$ cat src/rtl/accel_pkg.sv
// Shared accelerator constants: vector width, shared-memory depths and error codes.
package accel_pkg;

  localparam int VECTOR_WIDTH = 32;

  localparam int VEC_DEPTH = 64;
  localparam int MAT_DEPTH = 256;

  localparam logic [1:0] MEM_ERR_NONE     = 2'b00;
  localparam logic [1:0] MEM_ERR_CLEAR_WR = 2'b01;
  localparam logic [1:0] MEM_ERR_PARITY   = 2'b10;

endpackage

$ cat src/rtl/sp_ram_rbw.sv
// Single-port RAM, read-before-write, with a registered read port that resets to zero.
module sp_ram_rbw #(
  parameter int DEPTH = 64,
  parameter int WIDTH = 8,
  localparam int AW   = $clog2(DEPTH)
) (
  input  logic             clk,
  input  logic             rst_n,
  input  logic             we,
  input  logic [AW-1:0]    addr,
  input  logic [WIDTH-1:0] wdata,
  output logic [WIDTH-1:0] rdata
);

  logic [WIDTH-1:0] mem [DEPTH];

  // NOTE: the array has no reset so it maps onto RAM macros; the owner clears it by sweeping.
  always_ff @(posedge clk) begin
    if (we) mem[addr] <= wdata;
  end

  always_ff @(posedge clk or negedge rst_n) begin
    if (!rst_n) rdata <= '0;
    else        rdata <= mem[addr];
  end

endmodule

$ cat src/rtl/shared_memory_bank.sv
// Vector (parity-protected) and matrix stores behind the memory controller, with a
// post-reset clear sweep, one-cycle write recovery and sticky error reporting.
module shared_memory_bank #(
  parameter int VEC_DEPTH = accel_pkg::VEC_DEPTH,
  parameter int MAT_DEPTH = accel_pkg::MAT_DEPTH,
  parameter int DATA_W    = accel_pkg::VECTOR_WIDTH,
  localparam int VEC_AW   = $clog2(VEC_DEPTH),
  localparam int MAT_AW   = $clog2(MAT_DEPTH)
) (
  input  logic              clk,
  input  logic              rst_n,
  input  logic [VEC_AW-1:0] mem_addr_a,
  input  logic              mem_we_a,
  input  logic [DATA_W-1:0] mem_wdata_a,
  output logic [DATA_W-1:0] mem_rdata_a,
  input  logic [MAT_AW-1:0] mem_addr_b,
  input  logic              mem_we_b,
  input  logic [1:0]        mem_wdata_b,
  output logic [1:0]        mem_rdata_b,
  output logic              mem_busy,
  output logic [1:0]        mem_error,
  input  logic              clear_req,
  input  logic              err_clear,
  input  logic              dbg_parity_flip
);

  import accel_pkg::*;

  typedef enum logic [1:0] {ST_CLEAR, ST_READY, ST_RECOVER} state_t;

  localparam logic [MAT_AW-1:0] VEC_LAST = MAT_AW'(VEC_DEPTH - 1);
  localparam logic [MAT_AW-1:0] MAT_LAST = MAT_AW'(MAT_DEPTH - 1);

  state_t            state, state_next;
  logic [MAT_AW-1:0] cnt, cnt_next;
  logic [1:0]        err, err_next;

  logic              vec_we;
  logic [VEC_AW-1:0] vec_addr;
  logic [DATA_W:0]   vec_wdata;
  logic [DATA_W:0]   vec_rdata;
  logic              mat_we;
  logic [MAT_AW-1:0] mat_addr;
  logic [1:0]        mat_wdata;
  logic              clear_wr_err;
  logic              parity_err;

  always_ff @(posedge clk or negedge rst_n) begin
    if (!rst_n) begin
      state <= ST_CLEAR;
      cnt   <= '0;
      err   <= MEM_ERR_NONE;
    end else begin
      state <= state_next;
      cnt   <= cnt_next;
      err   <= err_next;
    end
  end

  // NOTE: every signal driven here gets a default first, so no path can infer a latch.
  always_comb begin
    state_next   = state;
    cnt_next     = cnt;
    vec_we       = 1'b0;
    vec_addr     = mem_addr_a;
    vec_wdata    = {(^mem_wdata_a) ^ dbg_parity_flip, mem_wdata_a};
    mat_we       = 1'b0;
    mat_addr     = mem_addr_b;
    mat_wdata    = mem_wdata_b;
    clear_wr_err = 1'b0;

    case (state)
      ST_CLEAR: begin
        // The sweep owns both write ports; the vector RAM address returns to port A once
        // the sweep has passed the last vector word.
        mat_we    = 1'b1;
        mat_addr  = cnt;
        mat_wdata = '0;
        if (cnt <= VEC_LAST) begin
          vec_we    = 1'b1;
          vec_addr  = cnt[VEC_AW-1:0];
          vec_wdata = '0;
        end
        clear_wr_err = mem_we_a | mem_we_b;
        cnt_next     = cnt + 1'b1;
        if (cnt == MAT_LAST) state_next = ST_READY;
      end
      ST_READY: begin
        vec_we = mem_we_a;
        mat_we = mem_we_b;
        if (mem_we_a || mem_we_b) begin
          state_next = ST_RECOVER;
        end else if (clear_req) begin
          cnt_next   = '0;
          state_next = ST_CLEAR;
        end
      end
      ST_RECOVER: state_next = ST_READY;
      default:    state_next = ST_CLEAR;
    endcase
  end

  // The stored word carries even parity over data plus parity bit.
  assign parity_err = (state != ST_CLEAR) && (^vec_rdata);

  // A new error event in the same cycle as err_clear still leaves its flag set.
  always_comb begin
    err_next = err;
    if (err_clear)    err_next = MEM_ERR_NONE;
    if (clear_wr_err) err_next = err_next | MEM_ERR_CLEAR_WR;
    if (parity_err)   err_next = err_next | MEM_ERR_PARITY;
  end

  sp_ram_rbw #(.DEPTH(VEC_DEPTH), .WIDTH(DATA_W + 1)) u_vec_ram (
    .clk   (clk),
    .rst_n (rst_n),
    .we    (vec_we),
    .addr  (vec_addr),
    .wdata (vec_wdata),
    .rdata (vec_rdata)
  );

  sp_ram_rbw #(.DEPTH(MAT_DEPTH), .WIDTH(2)) u_mat_ram (
    .clk   (clk),
    .rst_n (rst_n),
    .we    (mat_we),
    .addr  (mat_addr),
    .wdata (mat_wdata),
    .rdata (mem_rdata_b)
  );

  assign mem_rdata_a = vec_rdata[DATA_W-1:0];
  assign mem_busy    = (state != ST_READY);
  assign mem_error   = err;

endmodule

$ cat config.mk
export PLATFORM = sky130hd
export DESIGN_NAME = shared_memory_bank
export DESIGN_NICKNAME = d
export VERILOG_FILES = /design/src/rtl/accel_pkg.sv /design/src/rtl/sp_ram_rbw.sv /design/src/rtl/shared_memory_bank.sv
export SDC_FILE = /design/constraint.sdc
export NUM_CORES = 2
export LEC_CHECK = 0
export CAP_MARGIN = 30
export CELL_PAD_IN_SITES_DETAIL_PLACEMENT = 1
export CELL_PAD_IN_SITES_GLOBAL_PLACEMENT = 2
export CORE_MARGIN = 3
export CORE_UTILIZATION = 49
export DETAILED_ROUTE_END_ITERATION = 16
export PLACE_DENSITY_LB_ADDON = 0.3
export SLEW_MARGIN = 20
export SYNTH_ARGS = -nofsm -noshare
export SYNTH_HDL_FRONTEND = slang
export SYNTH_HIERARCHICAL = 1
export SYNTH_SLANG_ARGS = --single-unit
$ cat constraint.sdc
create_clock -name clk -period 6.25 [get_ports clk]
set_clock_uncertainty 0.15 [all_clocks]
set_input_delay 1.25 -clock clk [delete_from_list [all_inputs] [get_ports clk]]
set_output_delay 1.25 -clock clk [all_outputs]
set_load 0.01 [all_outputs]
After elaboration in Yosys (flattened, before gate mapping)
Memories as Yosys holds them, arrays and structs flattened. A register that Yosys moved wholly into a read port is not among the register bits.
Cells that the tools add are included.
W data, S select, Z words.
{ "op_classes": {"order_cmp": 1, "n_div": 0, "muxes": 24, "multipliers": 0, "bitwise": 2, "n_addsub": 1, "n_shift": 0, "n_reduce_logical": 11, "eq_ne": 8} }
{ "op_table": {"columns": ["op", "count"], "rows": [
  ["$mux W33", 2],
  ["$reduce_xor A33 Y1", 1],
  ["$reduce_xor A32 Y1", 1],
  ["$mux W8", 3],
  ["$pmux W8 S2", 1],
  ["$mux W2", 6],
  ["$mux W6", 2],
  ["$add A8 B1 Y8 const B", 1],
  ["$eq A8 B8 Y1 const B", 1],
  ["$le A8 B6 Y1 const B", 1],
  ["$mux W1", 7],
  ["$ne A2 B2 Y1 const B", 3],
  ["$pmux W2 S3", 1],
  ["$pmux W1 S2", 2],
  ["$reduce_bool A2 Y1", 2],
  ["$ne A3 B3 Y1 const B", 1],
  ["$reduce_and A3 Y1", 1],
  ["$eq A2 B1 Y1 const B", 1],
  ["$eq A2 B2 Y1 const B", 1],
  ["$logic_not A1 Y1", 2],
  ["$logic_not A2 Y1", 1],
  ["$ne A2 B1 Y1 const B", 1],
  ["$reduce_and A2 Y1", 1],
  ["$logic_and A1 B1 Y1", 1],
  ["3 further kinds", 3]
]} }
{ "totals": {"mem_count": 2, "rom_bits": 0, "ram_bits": 2624, "latchBits": 0, "in_bits": 55, "wordCells": 52, "reg_bits": 12} }
{ "mem_list": {"columns": ["name", "words", "word_bits", "rd", "rd_clocked_by_memory_dff", "write_ports", "line_no", "rtl"], "rows": [
  ["u_vec_ram.mem", 64, 33, 1, 1, 1, "sp_ram_rbw.sv:15", "logic [WIDTH-1:0] mem [DEPTH];"],
  ["u_mat_ram.mem", 256, 2, 1, 1, 1, "sp_ram_rbw.sv:15", null]
]} }

Logic depth before layout (Yosys ltp)
{ "depth": {"word_depth": 5, "ltp_mapped": 17} }

Hierarchy
The synthesis kept the hierarchy.
{ "by_module_without_submodules": {"columns": ["module", "instances", "area_each_um2", "cells_per_inst"], "rows": [
  ["sp_ram_rbw at u_vec_ram", 1, 80928.9, 4445],
  ["sp_ram_rbw at u_mat_ram", 1, 20779.9, 1173],
  ["shared_memory_bank", 1, 1550.2, 185]
]} }

Worst setup path before layout
OpenSTA, ideal clock, no wires.
{ "synth_timing": {"kind": "input -> register", "from": "in mem_wdata_b[0]", "to": "mem u_mat_ram.mem[0][0] (data pin)", "slack_ns": 0.733, "n_path_buf": 0, "setup_ns": 0.872, "arrival_ns": 4.494, "path_stages": 1, "t_required_ns": 5.228, "path_cell_list": "and2_1"} }
{ "synth_between": {"elab_chain_cells": 1} }
{ "synth_rtl": {"columns": ["item", "line_no", "rtl"], "rows": [
  ["start, declared", "shared_memory_bank.sv:18", "input logic [1:0] mem_wdata_b,"],
  ["$mux W2", "shared_memory_bank.sv:72", "case (state)"],
  ["end, declared", "sp_ram_rbw.sv:15", null]
]} }
Every way passes these cells.

Final worst setup path
{ "layout_timing": {"from": "reg state[0]", "to": "reg u_vec_ram.rdata[11], read port of u_vec_ram.mem"} }
{ "layout_between": {"elab_chain_cells": 2} }
{ "layout_rtl": {"columns": ["item", "line_no", "rtl"], "rows": [
  ["start, declared", "shared_memory_bank.sv:34", "state_t state, state_next;"],
  ["start signal, assigned", "shared_memory_bank.sv:54", "state <= state_next;"],
  ["$logic_not A2 Y1", "shared_memory_bank.sv:72", null],
  ["$mux W6", "shared_memory_bank.sv:72", null],
  ["net vec_addr[2]", "shared_memory_bank.sv:39", "logic [VEC_AW-1:0] vec_addr;"],
  ["end, declared", "sp_ram_rbw.sv:12", "output logic [WIDTH-1:0] rdata"]
]} }
The timed path passes the listed nets, and every way through them passes these cells.
A chain may end at the register's enable or synchronous reset.

==> results by group <==
Logic synthesis
  – Post-synthesis xor/xnor area fraction: 0.553%
  – Top post-synthesis cells by area: edfxtp_1, mux4_2, a221oi_1
  – Main combinational cell family by area after synthesis: compound AO/OA/AOI/OAI gates
  – Post-Synthesis Cells: 5803
  – Synth Area in Adders: 0.0121%
  – Simple-Gate Fraction of Synth Area: 3.53%
  – Number of synthesized flops with an enable pin: 2624
  – Post-synthesis register bit count: ~2700
  – Main synth FF type: edfxtp_1
  – Biggest area consumer among synthesized cells: edfxtp_1
  – Synth Warn #: 6
  – Synth Area in Compound Gates: 9.83%
  – Yosys top cell area share: around three quarters
  – Mux contribution to synthesized area: 6.57%
  – Post-synthesis cell type count: 64
  – Syn nets: 5859
  – Syn Area/Cell: 17.8 um^2
  – Ys async rst share: 1.76%
  – Mapped Area: 103000 um^2
  – Register area share after synthesis: between 70% and 80%

STA
  – Unrepaired setup endpoints after global routing: no
  – Final setup violation count: 0
  – Final Cycle Share: 89.4%
  – Sum of negative setup slack: 0 ns
  – Minimum clock period: ~5.6 ns
  – Slew Limit Fails: 0
  – Fmax achieved: around 180 MHz
  – Slew @ Worst Pin: 1.09 ns
  – Hold Vio Cnt, Final: 0
  – Slew margin rel.: between 20% and 30%

Place
  – Placed cell area: 109000 um^2
  – IO Port Bufs: roughly 90
  – GPL Wtd Cong: ~0.87
  – Detailed Place HPWL: 193000 um

Routing
  – Final WL: 327000 um
  – Vias: just over 60000
  – Final ANT Viol Nets: 0
  – DRC: 0
  – WL per Instance: roughly 36 um
  – DRT iter0 DRCs: a little under 10000
  – Avg Vias per Cell: 6.77
  – First-pass DRT Iterations: 6

Worst hold path
  – Min-Delay Path Class: input port to asynchronous set/reset pin

Clock network
  – Htree depth: 5
  – Clk Latency, worst-skew pair: about 0.9 ns
  – Post-CTS Resized: 0
  – Worst-path clk slew: 0.06 ns
  – CTS hold repair buffers: 0
  – Total CTS buffers: about 290
  – CTS Buffer Depth: 4
  – Clock root cell: clkbuf_16
  – # Post-CTS Setup Buffers: 0
  – CTS tree: yes
  – Clock Sinks: 2671

Cells and area
  – Area delta synth->final: 15.0%
  – Commonest non-fill, non-tap cell in the layout: edfxtp_1
  – Filler cell count: around 18000
  – Final Instance Area: around 120000 um^2
  – Most frequent cells in the layout: edfxtp_1, a22oi_1, nor2_1, a221oi_1, clkbuf_16
  – Post-layout nets: ~6000
  – Share of post-route cells with drive strength above 1: 18.6%

Global route
  – Global-route wire length before repair: 467000 um
  – Vias in the first global route: between 60000 and 70000
  – GR Overflow Total: 0
  – Largest net degree at the start of global routing: 181
  – GRT Total Usage: 29.9%
  – Initial antenna violation count: 20

Critical path
  – WP data arrival: ~6.2 ns
  – CP endpoint kind: register
  – CP Class: register to register
  – Crit Path Max Fanout: 53
  – Startpoint types: register
  – Required @ worst endpoint: 6.87 ns

Floorplanning
  – Rows: 167
  – I/O pin count: 92
  – Die ar.: about 220000 um^2
  – Core area: roughly 210000 um^2
  – Die Ht: between 400 and 500 um
  – Initial Util: 49.6%
  – Die W: between 400 and 500 um

Status
  – Status: finished clean

Flow run
  – Max_cap viols: 0

Power and ir drop
  – Leak: 37.5 nW
  – Peak VDD IR: roughly 940 uV
  – Pwr/cell area: roughly 550 nW/um^2
==> metal layers <==
metal	wire (um)	part of all wire, %	GRT usage [%]
met1	126000	39	42.3
met2	151000	46	46.0
met3	38500	12	7.22
met4	11000	3.4	9.88
met5	27	0.0083	0
==> final timing paths <==
check,startpoint,endpoint,slack [ns],depth (start not counted)
setup / recovery,state[0],u_vec_ram/rdata[11],0.66,11
hold / removal,rst_n,u_mat_ram/rdata[0],0.07,1
setup reg to reg,state[0],u_vec_ram/rdata[11],0.66,11
hold reg to reg,mem_error[1],mem_error[1],0.39,2
max in group asynchronous,rst_n,u_vec_ram/rdata[18],4.79,2
min in group clk,mem_error[1],mem_error[1],0.39,2
==> stage by stage <==
step	hold WS (ns)	instances	power, mW	utilization (%)	setup slack [ns]
4_1_cts	0.0177	9054	64.4	56.9	0.625
3_5_place_dp	0.388	8552	47.5	52.5	0.487
6_report	0.0722	9070	64.8	57.0	0.661
5_1_grt	0.0367	9061	66.7	57.0	0.548
2_1_floorplan	0.347	5803	36.5	-	0.733
3_3_place_gp	0.368	8548	46.8	52.5	0.427
==> worst max-delay path, cell delays in order, from the launching register on <==
cell and delay (ns):
dfrtp_1 0.48, or2_2 0.48, nor3_4 0.45, mux2_8 0.62
and2_4 0.52, buf_4 0.36, buf_12 0.21, a221oi_1 0.34
nor3_1 0.09, nor3_1 0.61, nand2_1 0.32, or4b_1 0.60
==> final cells by class <==
| type | instances | area, um^2 | share of cell area (%) |
|---|---|---|---|
| clock inverters | 145 | 1500 | 1.26 |
| diodes | 11 | 27.5 | 0.0232 |
| multi-input cells | 2681 | 22100 | 18.6 |
| clock buffers | 357 | 7700 | 6.48 |
| flip-flops and latches | 2671 | 80000 | 67.4 |
| repair buffers | 408 | 3880 | 3.27 |
| well taps | 2788 | 3490 | 2.94 |
| inverters | 9 | 41.3 | 0.0348 |
==> cells in the mapped netlist (11+ instances only) <==
master        n
edfxtp_1   2624
nor2_1      427
a22oi_1     384
a221oi_1    352
clkbuf_1    249
o22ai_1     178
mux2i_1     164
mux4_2      154
mux2_2      126
nand2_1     115
buf_2       108
nor3_1       99
a21oi_1      95
o21ai_0      75
a31oi_1      60
xnor2_1      54
nor2b_1      50
dfrtp_1      47
buf_1        40
buf_6        35
a221o_1      31
a222oi_1     28
o22a_1       27
nand3_1      26
o21ai_1      26
or4_1        18
a211oi_1     17
a221oi_2     16
nand2b_1     15
or4b_1       14
nor4_1       13
o2bb2ai_1    13
mux2_4       11
==> where the power goes <==
group	leakage, nW	internal, mW	switching [mW]
Sequential	24.6	22.6	0.613
Combinational	8.45	7.51	17.2
Clock	4.50	10.0	6.91
==> flip-flops by register name (all words and copies together), names as in the netlist <==
name,cells
u_mat_ram/mem,512
mem_error,2
cnt,8
state,2
u_vec_ram/mem,2112
u_mat_ram/rdata,2
u_vec_ram/rdata,33
==> cell families after synthesis <==
| logic type | count (synthesis) |
|---|---|
| DFF | 2671 |
| AOI/OAI and AO/OA | 1345 |
| and+or+nand+nor | 810 |
| muxes | 463 |
| buffers and inverters | 451 |
| xor gates and xnor gates | 62 |
| adders and majority gates | 1 |
Note: power is estimated with default switching activity, not from simulation.
